## config.mk

```make
export PLATFORM = sky130hd
export DESIGN_NAME = tl_buffered_coupler
export DESIGN_NICKNAME = d
export VERILOG_FILES = /design/src/rtl/tl_coupler_pkg.sv /design/src/rtl/tl_coupler_queue.sv /design/src/rtl/tl_buffered_coupler.sv
export SDC_FILE = /design/constraint.sdc
export NUM_CORES = 1
export LEC_CHECK = 0
export ABC_AREA = 1
export BUFFER_PORTS_ARGS = -buffer_cell sky130_fd_sc_hd__buf_2
export CORE_AREA = 2 2 344 346
export DETAILED_ROUTE_END_ITERATION = 8
export DIE_AREA = 0 0 346 348
export MAX_ROUTING_LAYER = met4
export SLEW_MARGIN = 20
export SYNTH_ARGS = -nofsm -noshare
export SYNTH_HDL_FRONTEND = slang
export SYNTH_SLANG_ARGS = --single-unit
```

## constraint.sdc

```tcl
create_clock -name clock -period 21.1 [get_ports clock]
set_input_delay 1.055 -clock clock [delete_from_list [all_inputs] [get_ports clock]]
set_output_delay 1.055 -clock clock [all_outputs]
set_load 0.01 [all_outputs]
```

## src/rtl/tl_coupler_pkg.sv

```systemverilog
// Shared TileLink coupler definitions: channel widths, opcodes, field offsets
// and burst-length helpers.
package tl_coupler_pkg;

    // Opcodes that carry a data payload
    localparam logic [2:0] OP_PUT_FULL       = 3'd0;
    localparam logic [2:0] OP_PUT_PARTIAL    = 3'd1;
    localparam logic [2:0] OP_ARITHMETIC     = 3'd2;
    localparam logic [2:0] OP_LOGICAL        = 3'd3;
    localparam logic [2:0] OP_PROBE_ACK_DATA = 3'd5;
    localparam logic [2:0] OP_RELEASE_DATA   = 3'd7;

    // {opcode[3], param[3], size, source, address, mask, data, corrupt}
    function automatic int a_width(input int addr_w, input int data_w,
                                   input int size_w, input int source_w);
        return 7 + size_w + source_w + addr_w + data_w / 8 + data_w;
    endfunction

    // Same as A but with a 2-bit param
    function automatic int b_width(input int addr_w, input int data_w,
                                   input int size_w, input int source_w);
        return a_width(addr_w, data_w, size_w, source_w) - 1;
    endfunction

    // {opcode[3], param[3], size, source, address, data, corrupt}
    function automatic int c_width(input int addr_w, input int data_w,
                                   input int size_w, input int source_w);
        return 7 + size_w + source_w + addr_w + data_w;
    endfunction

    // {opcode[3], param[2], size, source, sink, denied, data, corrupt}
    function automatic int d_width(input int data_w, input int size_w,
                                   input int source_w, input int sink_w);
        return 7 + size_w + source_w + sink_w + data_w;
    endfunction

    // Opcode always sits in the top three bits; size follows a 3-bit param
    function automatic int opcode_msb(input int w);
        return w - 1;
    endfunction

    function automatic int size_msb(input int w);
        return w - 7;
    endfunction

    function automatic logic has_data_a(input logic [2:0] op);
        return (op == OP_PUT_FULL) || (op == OP_PUT_PARTIAL) ||
               (op == OP_ARITHMETIC) || (op == OP_LOGICAL);
    endfunction

    function automatic logic has_data_c(input logic [2:0] op);
        return (op == OP_PROBE_ACK_DATA) || (op == OP_RELEASE_DATA);
    endfunction

    // Beats in a message: multi-beat only when it carries data wider than a beat
    function automatic logic [31:0] beats(input int unsigned size, input logic has_data,
                                          input int unsigned lg_bytes);
        if (has_data && size > lg_bytes)
            return 32'd1 << (size - lg_bytes);
        return 32'd1;
    endfunction

endpackage

```

## src/rtl/tl_coupler_queue.sv

```systemverilog
// Single-channel ready/valid FIFO; DEPTH=0 degenerates to a wire.
module tl_coupler_queue #(
    parameter int W     = 8,
    parameter int DEPTH = 2
) (
    input  logic         clock,
    input  logic         reset,
    input  logic         enq_valid,
    input  logic [W-1:0] enq_bits,
    output logic         enq_ready,
    output logic         deq_valid,
    output logic [W-1:0] deq_bits,
    input  logic         deq_ready,
    output logic         empty
);

    if (DEPTH == 0) begin : g_wire
        assign deq_valid = enq_valid;
        assign deq_bits  = enq_bits;
        assign enq_ready = deq_ready;
        assign empty     = 1'b1;
        wire unused_clk_rst = clock ^ reset;
    end else begin : g_fifo
        localparam int CW = $clog2(DEPTH + 1);
        localparam int PW = (DEPTH > 1) ? $clog2(DEPTH) : 1;

        logic [W-1:0]  mem [DEPTH];
        logic [PW-1:0] head, tail;
        logic [CW-1:0] count;
        logic          enq, deq;

        function automatic logic [PW-1:0] next_ptr(input logic [PW-1:0] p);
            return (p == PW'(DEPTH - 1)) ? '0 : p + PW'(1);
        endfunction

        // Ready never looks at deq_ready: a full queue refuses even while draining
        assign enq_ready = (count < CW'(DEPTH));
        assign deq_valid = (count != '0);
        assign deq_bits  = mem[head];
        assign empty     = (count == '0);
        assign enq       = enq_valid & enq_ready;
        assign deq       = deq_valid & deq_ready;

        // Pointer and occupancy bookkeeping
        always_ff @(posedge clock) begin
            if (reset) begin
                head  <= '0;
                tail  <= '0;
                count <= '0;
            end else begin
                if (enq) tail <= next_ptr(tail);
                if (deq) head <= next_ptr(head);
                if (enq && !deq)      count <= count + CW'(1);
                else if (deq && !enq) count <= count - CW'(1);
            end
        end

        // Storage write; contents need no reset since count gates visibility
        always_ff @(posedge clock) begin
            if (enq) mem[tail] <= enq_bits;
        end
    end

endmodule

```

## src/rtl/tl_buffered_coupler.sv

```systemverilog
// Five-channel TileLink coupler with per-channel FIFOs and a quiesce/drain
// handshake that only blocks A/C at message boundaries.
module tl_buffered_coupler import tl_coupler_pkg::*; #(
    parameter int ADDR_W   = 32,
    parameter int DATA_W   = 64,
    parameter int SIZE_W   = 4,
    parameter int SOURCE_W = 3,
    parameter int SINK_W   = 2,
    parameter int A_DEPTH  = 2,
    parameter int B_DEPTH  = 2,
    parameter int C_DEPTH  = 2,
    parameter int D_DEPTH  = 2,
    parameter int E_DEPTH  = 2
) (
    input  logic clock,
    input  logic reset,
    input  logic in_a_valid,
    input  logic [a_width(ADDR_W, DATA_W, SIZE_W, SOURCE_W)-1:0] in_a_bits,
    output logic in_a_ready,
    output logic out_a_valid,
    output logic [a_width(ADDR_W, DATA_W, SIZE_W, SOURCE_W)-1:0] out_a_bits,
    input  logic out_a_ready,
    input  logic out_b_valid,
    input  logic [b_width(ADDR_W, DATA_W, SIZE_W, SOURCE_W)-1:0] out_b_bits,
    output logic out_b_ready,
    output logic in_b_valid,
    output logic [b_width(ADDR_W, DATA_W, SIZE_W, SOURCE_W)-1:0] in_b_bits,
    input  logic in_b_ready,
    input  logic in_c_valid,
    input  logic [c_width(ADDR_W, DATA_W, SIZE_W, SOURCE_W)-1:0] in_c_bits,
    output logic in_c_ready,
    output logic out_c_valid,
    output logic [c_width(ADDR_W, DATA_W, SIZE_W, SOURCE_W)-1:0] out_c_bits,
    input  logic out_c_ready,
    input  logic out_d_valid,
    input  logic [d_width(DATA_W, SIZE_W, SOURCE_W, SINK_W)-1:0] out_d_bits,
    output logic out_d_ready,
    output logic in_d_valid,
    output logic [d_width(DATA_W, SIZE_W, SOURCE_W, SINK_W)-1:0] in_d_bits,
    input  logic in_d_ready,
    input  logic in_e_valid,
    input  logic [SINK_W-1:0] in_e_bits,
    output logic in_e_ready,
    output logic out_e_valid,
    output logic [SINK_W-1:0] out_e_bits,
    input  logic out_e_ready,
    input  logic quiesce_req,
    output logic idle
);

    localparam int A_W      = a_width(ADDR_W, DATA_W, SIZE_W, SOURCE_W);
    localparam int B_W      = b_width(ADDR_W, DATA_W, SIZE_W, SOURCE_W);
    localparam int C_W      = c_width(ADDR_W, DATA_W, SIZE_W, SOURCE_W);
    localparam int D_W      = d_width(DATA_W, SIZE_W, SOURCE_W, SINK_W);
    localparam int LG_BYTES = $clog2(DATA_W / 8);
    // Wide enough for the largest possible beat count minus one
    localparam int REM_W    = 1 << SIZE_W;

    logic [REM_W-1:0] a_rem, c_rem;
    logic             a_open, c_open, block_a, block_c;
    logic             a_enq_ready, c_enq_ready, a_fire, c_fire;
    logic             a_empty, b_empty, c_empty, d_empty, e_empty;
    logic [31:0]      a_beats, c_beats;

    assign a_open  = (a_rem != '0);
    assign c_open  = (c_rem != '0);
    assign block_a = quiesce_req & ~a_open;
    assign block_c = quiesce_req & ~c_open;

    assign in_a_ready = a_enq_ready & ~block_a;
    assign in_c_ready = c_enq_ready & ~block_c;
    assign a_fire     = in_a_valid & in_a_ready;
    assign c_fire     = in_c_valid & in_c_ready;

    assign a_beats = beats(32'(in_a_bits[size_msb(A_W) -: SIZE_W]),
                           has_data_a(in_a_bits[opcode_msb(A_W) -: 3]), LG_BYTES);
    assign c_beats = beats(32'(in_c_bits[size_msb(C_W) -: SIZE_W]),
                           has_data_c(in_c_bits[opcode_msb(C_W) -: 3]), LG_BYTES);

    assign idle = quiesce_req & ~a_open & ~c_open &
                  a_empty & b_empty & c_empty & d_empty & e_empty;

    // Track beats still owed by the A/C message currently being accepted
    always_ff @(posedge clock) begin
        if (reset) begin
            a_rem <= '0;
            c_rem <= '0;
        end else begin
            if (a_fire) a_rem <= (a_rem == '0) ? REM_W'(a_beats - 32'd1) : a_rem - REM_W'(1);
            if (c_fire) c_rem <= (c_rem == '0) ? REM_W'(c_beats - 32'd1) : c_rem - REM_W'(1);
        end
    end

    // Gating enq_valid also zeroes out_*_valid when a queue is a bare wire
    tl_coupler_queue #(.W(A_W), .DEPTH(A_DEPTH)) u_qa (
        .clock, .reset,
        .enq_valid(in_a_valid & ~block_a), .enq_bits(in_a_bits), .enq_ready(a_enq_ready),
        .deq_valid(out_a_valid), .deq_bits(out_a_bits), .deq_ready(out_a_ready),
        .empty(a_empty));

    tl_coupler_queue #(.W(B_W), .DEPTH(B_DEPTH)) u_qb (
        .clock, .reset,
        .enq_valid(out_b_valid), .enq_bits(out_b_bits), .enq_ready(out_b_ready),
        .deq_valid(in_b_valid), .deq_bits(in_b_bits), .deq_ready(in_b_ready),
        .empty(b_empty));

    tl_coupler_queue #(.W(C_W), .DEPTH(C_DEPTH)) u_qc (
        .clock, .reset,
        .enq_valid(in_c_valid & ~block_c), .enq_bits(in_c_bits), .enq_ready(c_enq_ready),
        .deq_valid(out_c_valid), .deq_bits(out_c_bits), .deq_ready(out_c_ready),
        .empty(c_empty));

    tl_coupler_queue #(.W(D_W), .DEPTH(D_DEPTH)) u_qd (
        .clock, .reset,
        .enq_valid(out_d_valid), .enq_bits(out_d_bits), .enq_ready(out_d_ready),
        .deq_valid(in_d_valid), .deq_bits(in_d_bits), .deq_ready(in_d_ready),
        .empty(d_empty));

    tl_coupler_queue #(.W(SINK_W), .DEPTH(E_DEPTH)) u_qe (
        .clock, .reset,
        .enq_valid(in_e_valid), .enq_bits(in_e_bits), .enq_ready(in_e_ready),
        .deq_valid(out_e_valid), .deq_bits(out_e_bits), .deq_ready(out_e_ready),
        .empty(e_empty));

endmodule

```

==> run summary <==
Status: completed
Synth Area in Compound Gates: 1.88%
Largest cells by area after synthesis: edfxtp_1 (74%), mux2_2 (14%), dfxtp_1 (3.3%), nand2_1 (1.6%), inv_1 (1.2%)
Maximum clock rate: 245 MHz
Clock Skew: 0.0481 ns
Total Routing Usage GR: 13.6%
Routed wire length per instance: 18.3 um
Most common cell after layout, fill and taps aside: buf_2
Num Clock Sinks: 911
Pwr Density: 122 nW/um2
Number of flops mapped to enable cells by yosys: 854
Worst reg2reg path startpoint: a_rem[1]
Post-Synth XOR/XNOR Area: 0.0973%
Post-synthesis mux area share: 13.8%
Vias per std cell: 4.36
Syn-to-layout area delta: 27.0%
Final Hold Viols: 0
Post-DP HPWL: 58.4 mm
Root Buffer: clkbuf_16
Fraction of the mapped netlist area in adder cells: 0.360%
RePlAce Congestion: 0.866
Initial antenna violation count: 18
WHS Path Cells: 2
ANT nets after route: 0
Yosys Warn Count: 0
Crit path capture type: output port
Final wirelength: 83.8 mm
Startpoint Class: register
Slew HR: 27.8%
Critical Path RT: 20.05 ns
Nets: 3400
Fin. max-slew vios: 0
Clock transition at path regs: 0.06 ns
#FFs+latches synth: 911
Yosys cell types: 43
Maximum clock path buffer count: 3
CTS tree: done
Mapped Area: 34700 um2
CTS buffer count: 96
Die ar.: 120000 um2
Sequential area share after synthesis: 77.1%
Die height: 348 um
FF-to-FF End: u_qa.g_fifo.mem[0][27]
Maximum VDD drop: 93.0 uV
Net Count, Synth: 2464
Simple-Gate Fraction of Synth Area: 4.66%
# hold bufs at CTS: 0
Initial Util: 29.7%
PortBufs: 877
Static Leakage: 16.6 nW
Synth area leader: edfxtp_1
Boundary pin count: 878
FF-to-FF path depth: 11
Layout cells sized above 1: 49.9%
Detailed-route via count: 19957
Largest net degree at the start of global routing: 77
Residual DRC count: 0
RSZ-0062 raised after global routing: no
Max Fanout on Critical Path: 64
Largest family of logic cells by synthesized area: multiplexers
Setup CP Type: reg -> out
Total gr overflow: 0
Filler instances: 11196
Commonest cells after routing, fill and taps aside: buf_2 (877), edfxtp_1 (854), mux2_2 (427)
Max-cap violations: 0
Setup TNS: 0 ns
Min-Delay Path Class: reg -> reg
Tightest Pin Transition: 1.08 ns
Syn Area/Cell: 17.2 um2
Crit path time final: 4.09 ns
Resize count post-CTS: 0
Later-pin clock latency in the skew report: 0.68 ns
Die extent in x: 346 um
Hold WS: 0.470 ns
Most used DFF post-synth: edfxtp_1
Standard-cell rows: 126
Setup bufs post-CTS: 0
DRT iter0 DRCs: 1033
Async SR Flop Fraction: 0%
H-tree depth: 3
Core box area: 117000 um2
TritonRoute pass-1 iters: 4
Final period util: 19.4%
Top cell type's share of synthesized area: 73.9%
Hold Crit Start: u_qd.g_fifo.head
Arrival @ worst endpoint: 3.03 ns
Worst reg2reg setup slack: 17.67 ns
Setup violators final: 0
Cell count after synthesis: 2014
Vias in the first global route: 20341
First-pass GRT wire length: 122 mm
==> metal layers <==
metal  track usage, %  up-vias  wire (um)
met1             15.2     9764      32900
met2             22.9      651      42300
met3             3.87      126       6140
met5                -        -          0
li1                 -     9416          -
met4             5.55        0       2390
==> cells by family after synthesis <==
kind of cell / after synthesis
buffers and inverters: 181
DFF: 911
AOI/OAI and AO/OA: 121
adders and majority gates: 10
muxes: 427
xor gates and xnor gates: 3
and+or+nand+nor: 361
==> worst max path at each step <==
| stage | start | to | slack, ns | depth (start not counted) |
|---|---|---|---|---|
| after floorplan | quiesce_req | u_qa.g_fifo.mem[0][0] | 14.06 | 6 |
| after global placement | quiesce_req | u_qa.g_fifo.mem[0][32] | 17.17 | 8 |
| after detailed placement | quiesce_req | u_qa.g_fifo.mem[1][70] | 17.23 | 8 |
| after CTS | register | out_a_bits[66] | 16.92 | 3 |
| after global routing | register | out_a_bits[66] | 16.83 | 3 |
| final | register | out_a_bits[66] | 17.01 | 3 |
==> final cells by class <==
cell class	count	area (um2)	area share, %
timing repair buffer	897	4540	10.3
antenna	17	42.5	0.0965
clock buffer	128	2530	5.74
multi-input combinational	922	7300	16.5
tap	1536	1920	4.36
clock inverter	47	507	1.15
sequential	911	26800	60.8
inverter	122	458	1.04
==> registers in the layout, summed over array words and instances (netlist names), 4 cells and up, named ones only <==
signal and count:
u_qc.g_fifo.mem 220, u_qb.g_fifo.mem 234, u_qa.g_fifo.mem 236, u_qe.g_fifo.mem 4, c_rem 16, a_rem 16, u_qd.g_fifo.mem 160
==> worst max-delay path, cell delays in order (launching register included) <==
cell and delay (ns):
dfxtp_4 0.94, buf_4 0.75, mux2_2 0.44, buf_2 0.15
==> Yosys cell counts (7+ instances only) <==
cell / count
edfxtp_1: 854
mux2_2: 427
nand2_1: 148
inv_1: 113
nor2_1: 107
nand3_1: 61
dfxtp_1: 57
a21oi_1: 55
clkbuf_1: 46
o21ai_0: 43
ha_1: 10
nor2_2: 10
inv_2: 9
nand2_2: 9
buf_2: 8
a31oi_1: 7
==> per-stage QoR <==
step | instance area (um2) | utilization, % | power, mW | std cells | worst slack (ns)
final | 44100 | 37.7 | 5.38 | 4580 | 17.01
after global routing | 44100 | 37.7 | 5.65 | 4579 | 16.83
after CTS | 44100 | 37.7 | 5.46 | 4563 | 16.92
after detailed placement | 41000 | 35.1 | 3.82 | 4388 | 17.23
after global placement | 41000 | 35.1 | 3.81 | 4388 | 17.17
after floorplan | 34700 | - | 3.29 | 2014 | 14.06
==> power by group <==
| part | total (mW) | internal [mW] | switching, mW |
|---|---|---|---|
| logic | 1.35 | 0.546 | 0.803 |
| clock network | 1.62 | 0.924 | 0.696 |
| registers | 2.41 | 2.31 | 0.0965 |
No activity file was read; power rests on OpenSTA's default activity.
